## src/rtl/frame_builder_if.sv

```systemverilog
// Frame builder bus bundle.
// Groups the build request fields, the payload input stream and the transmit
// byte stream so the builder and its user connect through one port.
//   master : request issuer / payload source / transmit sink
//   slave  : the frame builder itself
// Ports:
//   build_start, status_code, cmd_echo, is_read, addr, data_len : frame request
//   data_in, data_in_valid, data_in_ready                       : payload stream
//   tx_data, tx_valid, tx_ready                                 : frame byte stream
//   busy, build_done                                            : progress flags
interface frame_builder_if;
   logic        build_start;
   logic [7:0]  status_code;
   logic [7:0]  cmd_echo;
   logic        is_read;
   logic [31:0] addr;
   logic [7:0]  data_len;
   logic [7:0]  data_in;
   logic        data_in_valid;
   logic        data_in_ready;
   logic [7:0]  tx_data;
   logic        tx_valid;
   logic        tx_ready;
   logic        busy;
   logic        build_done;

   modport master (
      output build_start, status_code, cmd_echo, is_read, addr, data_len,
      output data_in, data_in_valid, tx_ready,
      input  data_in_ready, tx_data, tx_valid, busy, build_done
   );

   modport slave (
      input  build_start, status_code, cmd_echo, is_read, addr, data_len,
      input  data_in, data_in_valid, tx_ready,
      output data_in_ready, tx_data, tx_valid, busy, build_done
   );
endinterface

```

## src/rtl/frame_builder.sv

```systemverilog
// Response frame builder.
// Emits SOF, STATUS, CMD, [ADDR0..ADDR3 little-endian, DATA x len], CRC-8 as a
// byte stream through a registered valid/ready output. The bracketed part is
// present only for reads with status 0x00; a read with an illegal length is
// reported as status 0x04 without address or payload.
// Ports:
//   clk : system clock, rising edge
//   rst : asynchronous active-high reset
//   bus : frame_builder_if.slave (request fields, payload in, tx out, flags)
//
// state  | meaning
// IDLE   | waiting for build_start
// SOF    | SOF byte held in the output register
// STATUS | STATUS byte held
// CMD    | CMD byte held
// ADDR   | address bytes being loaded, byte_idx = next address byte
// DATA   | payload bytes being loaded, byte_idx = bytes loaded so far;
//        | CRC is loaded once byte_idx reaches the length
// CRC    | CRC byte held, waiting for its handshake
// DONE   | build_done pulse, back to IDLE
module frame_builder #(
   parameter logic [7:0] SOF_RESPONSE   = 8'h2D,
   parameter int         MAX_DATA_BYTES = 16
) (
   input  logic           clk,
   input  logic           rst,
   frame_builder_if.slave bus
);
   localparam logic [7:0] ST_OK      = 8'h00;
   localparam logic [7:0] ST_LEN_ERR = 8'h04;
   localparam logic [7:0] MAX_LEN    = 8'(MAX_DATA_BYTES);

   typedef enum logic [2:0] {IDLE, SOF, STATUS, CMD, ADDR, DATA, CRC, DONE} state_t;

   state_t      state;
   logic [7:0]  crc;
   logic [7:0]  byte_idx;
   logic [7:0]  status_q;
   logic [7:0]  cmd_q;
   logic [31:0] addr_q;
   logic [7:0]  len_q;
   logic        with_payload;
   logic [7:0]  tx_data_q;
   logic        tx_valid_q;
   logic        busy_q;
   logic        done_q;

   logic        can_load;
   logic        len_bad;
   logic [7:0]  eff_status;
   logic [7:0]  addr_byte;

   function automatic logic [7:0] crc8_byte(input logic [7:0] c_in, input logic [7:0] b);
      logic [7:0] c;
      c = c_in ^ b;
      for (int i = 0; i < 8; i++) begin
         c = c[7] ? ((c << 1) ^ 8'h07) : (c << 1);
      end
      return c;
   endfunction

   // The output register is free when empty or being drained this cycle.
   assign can_load   = !tx_valid_q || bus.tx_ready;
   assign len_bad    = (bus.data_len == 8'd0) || (bus.data_len > MAX_LEN);
   assign eff_status = (bus.is_read && len_bad) ? ST_LEN_ERR : bus.status_code;
   assign addr_byte  = addr_q[{byte_idx[1:0], 3'b000} +: 8];

   assign bus.data_in_ready = (state == DATA) && can_load && (byte_idx != len_q);
   assign bus.tx_data       = tx_data_q;
   assign bus.tx_valid      = tx_valid_q;
   assign bus.busy          = busy_q;
   assign bus.build_done    = done_q;

   always_ff @(posedge clk or posedge rst) begin
      if (rst) begin
         state        <= IDLE;
         crc          <= 8'h00;
         byte_idx     <= 8'h00;
         status_q     <= 8'h00;
         cmd_q        <= 8'h00;
         addr_q       <= 32'h0;
         len_q        <= 8'h00;
         with_payload <= 1'b0;
         tx_data_q    <= 8'h00;
         tx_valid_q   <= 1'b0;
         busy_q       <= 1'b0;
         done_q       <= 1'b0;
      end else begin
         case (state)
            IDLE: begin
               if (bus.build_start) begin
                  status_q     <= eff_status;
                  cmd_q        <= bus.cmd_echo;
                  addr_q       <= bus.addr;
                  len_q        <= bus.data_len;
                  with_payload <= bus.is_read && (eff_status == ST_OK);
                  crc          <= 8'h00;
                  byte_idx     <= 8'h00;
                  tx_data_q    <= SOF_RESPONSE;
                  tx_valid_q   <= 1'b1;
                  busy_q       <= 1'b1;
                  state        <= SOF;
               end
            end
            SOF: begin
               if (can_load) begin
                  tx_data_q <= status_q;
                  crc       <= crc8_byte(crc, status_q);
                  state     <= STATUS;
               end
            end
            STATUS: begin
               if (can_load) begin
                  tx_data_q <= cmd_q;
                  crc       <= crc8_byte(crc, cmd_q);
                  state     <= CMD;
               end
            end
            CMD: begin
               if (can_load) begin
                  if (with_payload) begin
                     tx_data_q <= addr_q[7:0];
                     crc       <= crc8_byte(crc, addr_q[7:0]);
                     byte_idx  <= 8'd1;
                     state     <= ADDR;
                  end else begin
                     tx_data_q <= crc;
                     state     <= CRC;
                  end
               end
            end
            ADDR: begin
               if (can_load) begin
                  tx_data_q <= addr_byte;
                  crc       <= crc8_byte(crc, addr_byte);
                  if (byte_idx == 8'd3) begin
                     byte_idx <= 8'd0;
                     state    <= DATA;
                  end else begin
                     byte_idx <= byte_idx + 8'd1;
                  end
               end
            end
            DATA: begin
               if (can_load) begin
                  if (byte_idx == len_q) begin
                     tx_data_q  <= crc;
                     tx_valid_q <= 1'b1;
                     state      <= CRC;
                  end else if (bus.data_in_valid) begin
                     tx_data_q  <= bus.data_in;
                     tx_valid_q <= 1'b1;
                     crc        <= crc8_byte(crc, bus.data_in);
                     byte_idx   <= byte_idx + 8'd1;
                  end else begin
                     // payload source starved: leave a bubble on the line
                     tx_valid_q <= 1'b0;
                  end
               end
            end
            CRC: begin
               if (bus.tx_ready) begin
                  tx_valid_q <= 1'b0;
                  done_q     <= 1'b1;
                  state      <= DONE;
               end
            end
            DONE: begin
               done_q <= 1'b0;
               busy_q <= 1'b0;
               state  <= IDLE;
            end
            default: state <= IDLE;
         endcase
      end
   end
endmodule

```

## src/flat_wrapper.sv

```systemverilog
// flat-port wrapper written by rule: the top's interface ports become plain ports
module frame_builder_flat 
#(
   parameter logic [7:0] SOF_RESPONSE   = 8'h2D,
   parameter int         MAX_DATA_BYTES = 16
)
  (clk, rst, bus_build_start, bus_status_code, bus_cmd_echo, bus_is_read, bus_addr, bus_data_len, bus_data_in, bus_data_in_valid, bus_tx_ready, bus_data_in_ready, bus_tx_data, bus_tx_valid, bus_busy, bus_build_done);
  frame_builder_if bus_i ();
  input  logic clk;
  input  logic rst;
  input wire logic [$bits(bus_i.build_start)-1:0] bus_build_start;
  input wire logic [$bits(bus_i.status_code)-1:0] bus_status_code;
  input wire logic [$bits(bus_i.cmd_echo)-1:0] bus_cmd_echo;
  input wire logic [$bits(bus_i.is_read)-1:0] bus_is_read;
  input wire logic [$bits(bus_i.addr)-1:0] bus_addr;
  input wire logic [$bits(bus_i.data_len)-1:0] bus_data_len;
  input wire logic [$bits(bus_i.data_in)-1:0] bus_data_in;
  input wire logic [$bits(bus_i.data_in_valid)-1:0] bus_data_in_valid;
  input wire logic [$bits(bus_i.tx_ready)-1:0] bus_tx_ready;
  output wire logic [$bits(bus_i.data_in_ready)-1:0] bus_data_in_ready;
  output wire logic [$bits(bus_i.tx_data)-1:0] bus_tx_data;
  output wire logic [$bits(bus_i.tx_valid)-1:0] bus_tx_valid;
  output wire logic [$bits(bus_i.busy)-1:0] bus_busy;
  output wire logic [$bits(bus_i.build_done)-1:0] bus_build_done;
  assign bus_i.build_start = bus_build_start;
  assign bus_i.status_code = bus_status_code;
  assign bus_i.cmd_echo = bus_cmd_echo;
  assign bus_i.is_read = bus_is_read;
  assign bus_i.addr = bus_addr;
  assign bus_i.data_len = bus_data_len;
  assign bus_i.data_in = bus_data_in;
  assign bus_i.data_in_valid = bus_data_in_valid;
  assign bus_i.tx_ready = bus_tx_ready;
  assign bus_data_in_ready = bus_i.data_in_ready;
  assign bus_tx_data = bus_i.tx_data;
  assign bus_tx_valid = bus_i.tx_valid;
  assign bus_busy = bus_i.busy;
  assign bus_build_done = bus_i.build_done;
  frame_builder #(.SOF_RESPONSE(SOF_RESPONSE), .MAX_DATA_BYTES(MAX_DATA_BYTES)) u_core (.clk(clk), .rst(rst), .bus(bus_i));
endmodule
```

## config.mk

```make
export PLATFORM = sky130hd
export DESIGN_NAME = frame_builder_flat
export DESIGN_NICKNAME = d
export VERILOG_FILES = /design/src/rtl/frame_builder_if.sv /design/src/rtl/frame_builder.sv /design/src/flat_wrapper.sv
export SDC_FILE = /design/constraint.sdc
export NUM_CORES = 1
export LEC_CHECK = 0
export BUFFER_PORTS_ARGS = -buffer_cell sky130_fd_sc_hd__buf_2
export CORE_AREA = 2 2 100 102
export DETAILED_ROUTE_END_ITERATION = 12
export DIE_AREA = 0 0 102 104
export PLACE_DENSITY_LB_ADDON = 0.25
export SYNTH_ARGS = -nofsm -noshare
export SYNTH_HDL_FRONTEND = slang
export SYNTH_SLANG_ARGS = --single-unit
```

## constraint.sdc

```tcl
create_clock -name clk -period 6.61 [get_ports clk]
set_input_delay 1.983 -clock clk [delete_from_list [all_inputs] [get_ports clk]]
set_output_delay 1.983 -clock clk [all_outputs]
set_load 0.01 [all_outputs]
```

==> impl_summary.md <==
Run status
The flow ran to the end, and the final reports show no timing, DRC or antenna violations.

Synth
After technology mapping, the gate count stands at 639. In this run, distinct cell masters in the synthesized netlist total 61. The cell area that synthesis handed to floorplanning was 5880 um^2. The number of synthesized register bits is 87. Of all flip-flops after synthesis, the portion carrying an async set or reset was 1.00.

The post-synthesis sequential area ratio is 0.370. Of the total synthesized cell area, the portion taken by XOR and XNOR cells is 0.214. The synthesized netlist net count is 710.

The fraction of synthesized area in multiplexers is 0.0589. The dominant synthesized flop cell is sky130_fd_sc_hd__dfrtp_1. Yosys mapped a number of flops with a built-in enable equal to 0. The complex-gate fraction of the synthesized area was 0.133.

Of the total synthesized cell area, the portion taken by full adders, half adders and majority gates is 0.00213. The synthesized area per cell is 9.20 um^2. The combinational family with the most area after synthesis is XOR/XNOR gates. Of the total synthesized cell area, the portion taken by AND, OR, NAND and NOR gates is 0.178. For this run, the number of Yosys warnings is 0.

Detailed routing
Before antenna repair, the detailed router went through 7 iterations. The total number of vias is 4815. In this run, the number of DRC markers left after iteration 0 of detailed routing was 404. Wires add up to 15600 um. After detailed routing, the number of vias per cell comes to 5.80.

For this run, design rule violations remaining after detail routing come to 0. The average detailed-routed wire length per instance is 18.8 um. The final antenna-violating net count is 0.

Timing
In this run the tightest slew margin relative to its limit is 0.340. The hold violation total from the final report is 0. For the finished layout, the period the worst path requires is 5.26 ns.

The maximum clock skew at final layout is 0.00940 ns. Final hold analysis gives a worst-case slack of 0.479 ns. For the pin with the worst max-slew slack, the measured transition is 0.990 ns. The setup-violating endpoint count in the final report is 0. Adding up every negative setup slack in the final design gives 0 ns. Static timing analysis puts the maximum clock frequency at 0.190 GHz. The max-slew violation count came to 0. In the finished design, the share of the clock period the worst path needs comes to 0.796. Setup repair after global routing left no endpoint under its margin.

Setup path
Traced cell by cell, the critical path runs through nor2b_1 -> nand2_1 -> a21oi_1 -> and2_1 -> buf_2. The worst register-to-register path ends at u_core.byte_idx[4]. The depth of the most critical reg-to-reg path is 6.

For flop-to-flop paths, the worst setup slack is 3.37 ns. In this design, the stage delay of the slowest critical-path cell is 0.79 ns. STA classifies the critical path startpoint as a flop.

The cell type of the slowest stage on the worst timing path is sky130_fd_sc_hd__nor2b_1. For the worst setup path, the data required time is 4.63 ns. The endpoint of the worst setup timing path is bus_data_in_ready. The startpoint identified for the worst register-to-register timing path is u_core.state[1]. The maximum fanout count along the critical path is 31. The data arrival time of the critical path is 3.28 ns. The endpoint type of the worst setup path is an output port.

The launch point of the critical path is u_core.state[1]. The startpoint-to-endpoint class of the critical path is reg -> out.

Cells and area
Compared with the post-synthesis result, the final layout area differs by 9.04%. The repair_antennas step left the layout with diodes totalling 0. Of the cells placed in the final design, the portion with a size suffix greater than 1 is 0.178.

The final layout contains 765 nets.

Clock tree
The CTS clock-pin slew for the worst setup and hold paths is 0.09 ns. The total CTS buffers is 9. The post-cts sizing count is 0. The clock tree synthesis step divided the H-tree into 3 levels. The hold-fix buffer count after cts is 0.

The TritonCTS clock tree is built. The number of buffers added for setup after CTS is 0. In this run the deepest clock path goes through 2 buffers. CTS placed an instance of sky130_fd_sc_hd__clkbuf_8 at the clock tree root. The later pin in the worst-skew pair is clocked with a latency of 0.36 ns. The total clock sinks is 87.

GRT
Across every metal layer, demand over resource in global routing totals 0.306. The initial antenna violation count is 0. The first global-routing pass estimated 24900 um of wire. The via count of the first global-routing pass came to 4612. After global routing the overflow that remains totals 0. The largest net degree at the start of global routing is 57.

Placed design
The post-detailed-placement half-perimeter wirelength is 11600 um. Buffers placed on the I/O ports in this run total 81. Routability-driven placement finished with a final weighted congestion of 0.931.

Floorplan
The initial standard-cell utilization of the core is 0.616. For this design the top-level I/O count stands at 82. The die covers 10600 um^2. Measured along the x axis, the die boundary spans 102 um. The core region area is 9550 um^2.

In this run the vertical extent of the chip is 104 um. The number of standard-cell rows in the floorplan is 36.

Pwr
The static leakage is 2.97 nW. The largest voltage drop on the vdd net is 273 uV. The total power per unit cell area is 622 nW/um^2.

Worst hold path
The path class of the tightest hold or removal check is reg -> reg.

Run
Max-cap violations in this run came to 0.
-- cells by family after synthesis --
kind of cell | Yosys count
flip-flops | 87
adder cells (fa/ha/maj) | 1
XOR/XNOR | 133
AND/OR/NAND/NOR | 240
AO/OA/AOI/OAI | 110
multiplexers | 21
buffers and inverters | 47
-- cells in the final DEF, fill, tap and decap left out, types with 9 or more instances in the layout --
cell                       Yosys  final
sky130_fd_sc_hd__clkbuf_8      4     10
sky130_fd_sc_hd__nor2b_1      11     11
sky130_fd_sc_hd__dfrtp_1      87     87
sky130_fd_sc_hd__nand2b_1     12     12
sky130_fd_sc_hd__nand2_1     164    164
sky130_fd_sc_hd__xor2_1       43     43
sky130_fd_sc_hd__nor2_1       23     23
sky130_fd_sc_hd__o22ai_1      13     13
sky130_fd_sc_hd__a21oi_1      15     15
sky130_fd_sc_hd__mux4_2        9      9
sky130_fd_sc_hd__buf_2         4     81
sky130_fd_sc_hd__xnor2_1      83     83
sky130_fd_sc_hd__o21ai_0      17     17
-- registers in the layout, indices dropped and copies added (netlist names) --
name,cells
u_core.bus.busy,1
u_core.bus.build_done,1
u_core.bus.tx_valid,1
u_core.status_q,8
u_core.crc,8
u_core.len_q,8
u_core.with_payload,1
u_core.addr_q,32
u_core.state,3
u_core.byte_idx,8
u_core.cmd_q,8
u_core.bus.tx_data,8
-- where the power goes --
part           switching [mW]  internal [mW]  total (mW)
Clock                   0.188          0.143       0.331
Sequential              0.321          0.749        1.07
Combinational            1.32           1.27        2.59
-- critical path, delay by kind of cell (launching register included) --
family	cells	cell delay, ns
AOI/OAI and AO/OA	1	0.61
buffers and inverters	1	0.12
and+or+nand+nor	3	1.45
DFF	1	0.73
-- worst min-delay path by stage --
stage / start / to / cells past startpoint
after CTS: u_core.addr_q[27] / u_core.addr_q[27] / 2
after global routing: u_core.addr_q[26] / u_core.addr_q[26] / 2
after detailed placement: u_core.addr_q[13] / u_core.addr_q[13] / 2
final: u_core.addr_q[29] / u_core.addr_q[29] / 2
after global placement: u_core.addr_q[8] / u_core.addr_q[8] / 2
after floorplan: u_core.addr_q[16] / u_core.addr_q[16] / 2
-- Yosys cell counts (6+ instances only) --
master                     instances  area, um^2
sky130_fd_sc_hd__nor2b_1          11        68.8
sky130_fd_sc_hd__o22ai_1          13        81.3
sky130_fd_sc_hd__nor2_1           23        86.3
sky130_fd_sc_hd__mux4_2            9         203
sky130_fd_sc_hd__clkbuf_1         26        97.6
sky130_fd_sc_hd__a22o_1            7        61.3
sky130_fd_sc_hd__xnor2_1          83         727
sky130_fd_sc_hd__xor2_1           43         377
sky130_fd_sc_hd__mux2_2            6        67.6
sky130_fd_sc_hd__a22oi_1           6        45.0
sky130_fd_sc_hd__a221oi_1          6        52.6
sky130_fd_sc_hd__nand2_1         164         616
sky130_fd_sc_hd__dfrtp_1          87        2180
sky130_fd_sc_hd__a221o_1           7        70.1
sky130_fd_sc_hd__o21ai_0          17        85.1
sky130_fd_sc_hd__nand2b_1         12        75.1
sky130_fd_sc_hd__a21oi_1          15        75.1
-- metrics by stage --
step                      std cells  utilization  setup slack, ns  total power, mW  cell area (um^2)
after floorplan                 639            -             2.29             3.09              5880
after global placement          816        0.655             1.95             3.60              6250
after detailed placement        816        0.655             1.83             3.62              6250
after CTS                       830        0.672             1.43             3.97              6410
after global routing            830        0.672             1.01             4.28              6410
final                           830        0.672             1.35             3.99              6410
-- metal layers --
metal	track usage	routed length, um	vias to the layer above	part of all wire
met2	0.478	7380	185	0.47
met1	0.440	6940	2329	0.45
met5	0	0	-	0
met4	0.0943	375	0	0.024
li1	-	-	2281	-
met3	0.0464	897	20	0.058
-- area by class of cell --
class                      instances  area (um^2)
multi-input combinational        505         3450
tap                              133          166
clock buffer                      11          141
clock inverter                     3         18.8
sequential                        87         2180
fill                             813         3140
inverter                           5         20.0
timing repair buffer              86          443
No activity file was read; power rests on OpenSTA's default activity.
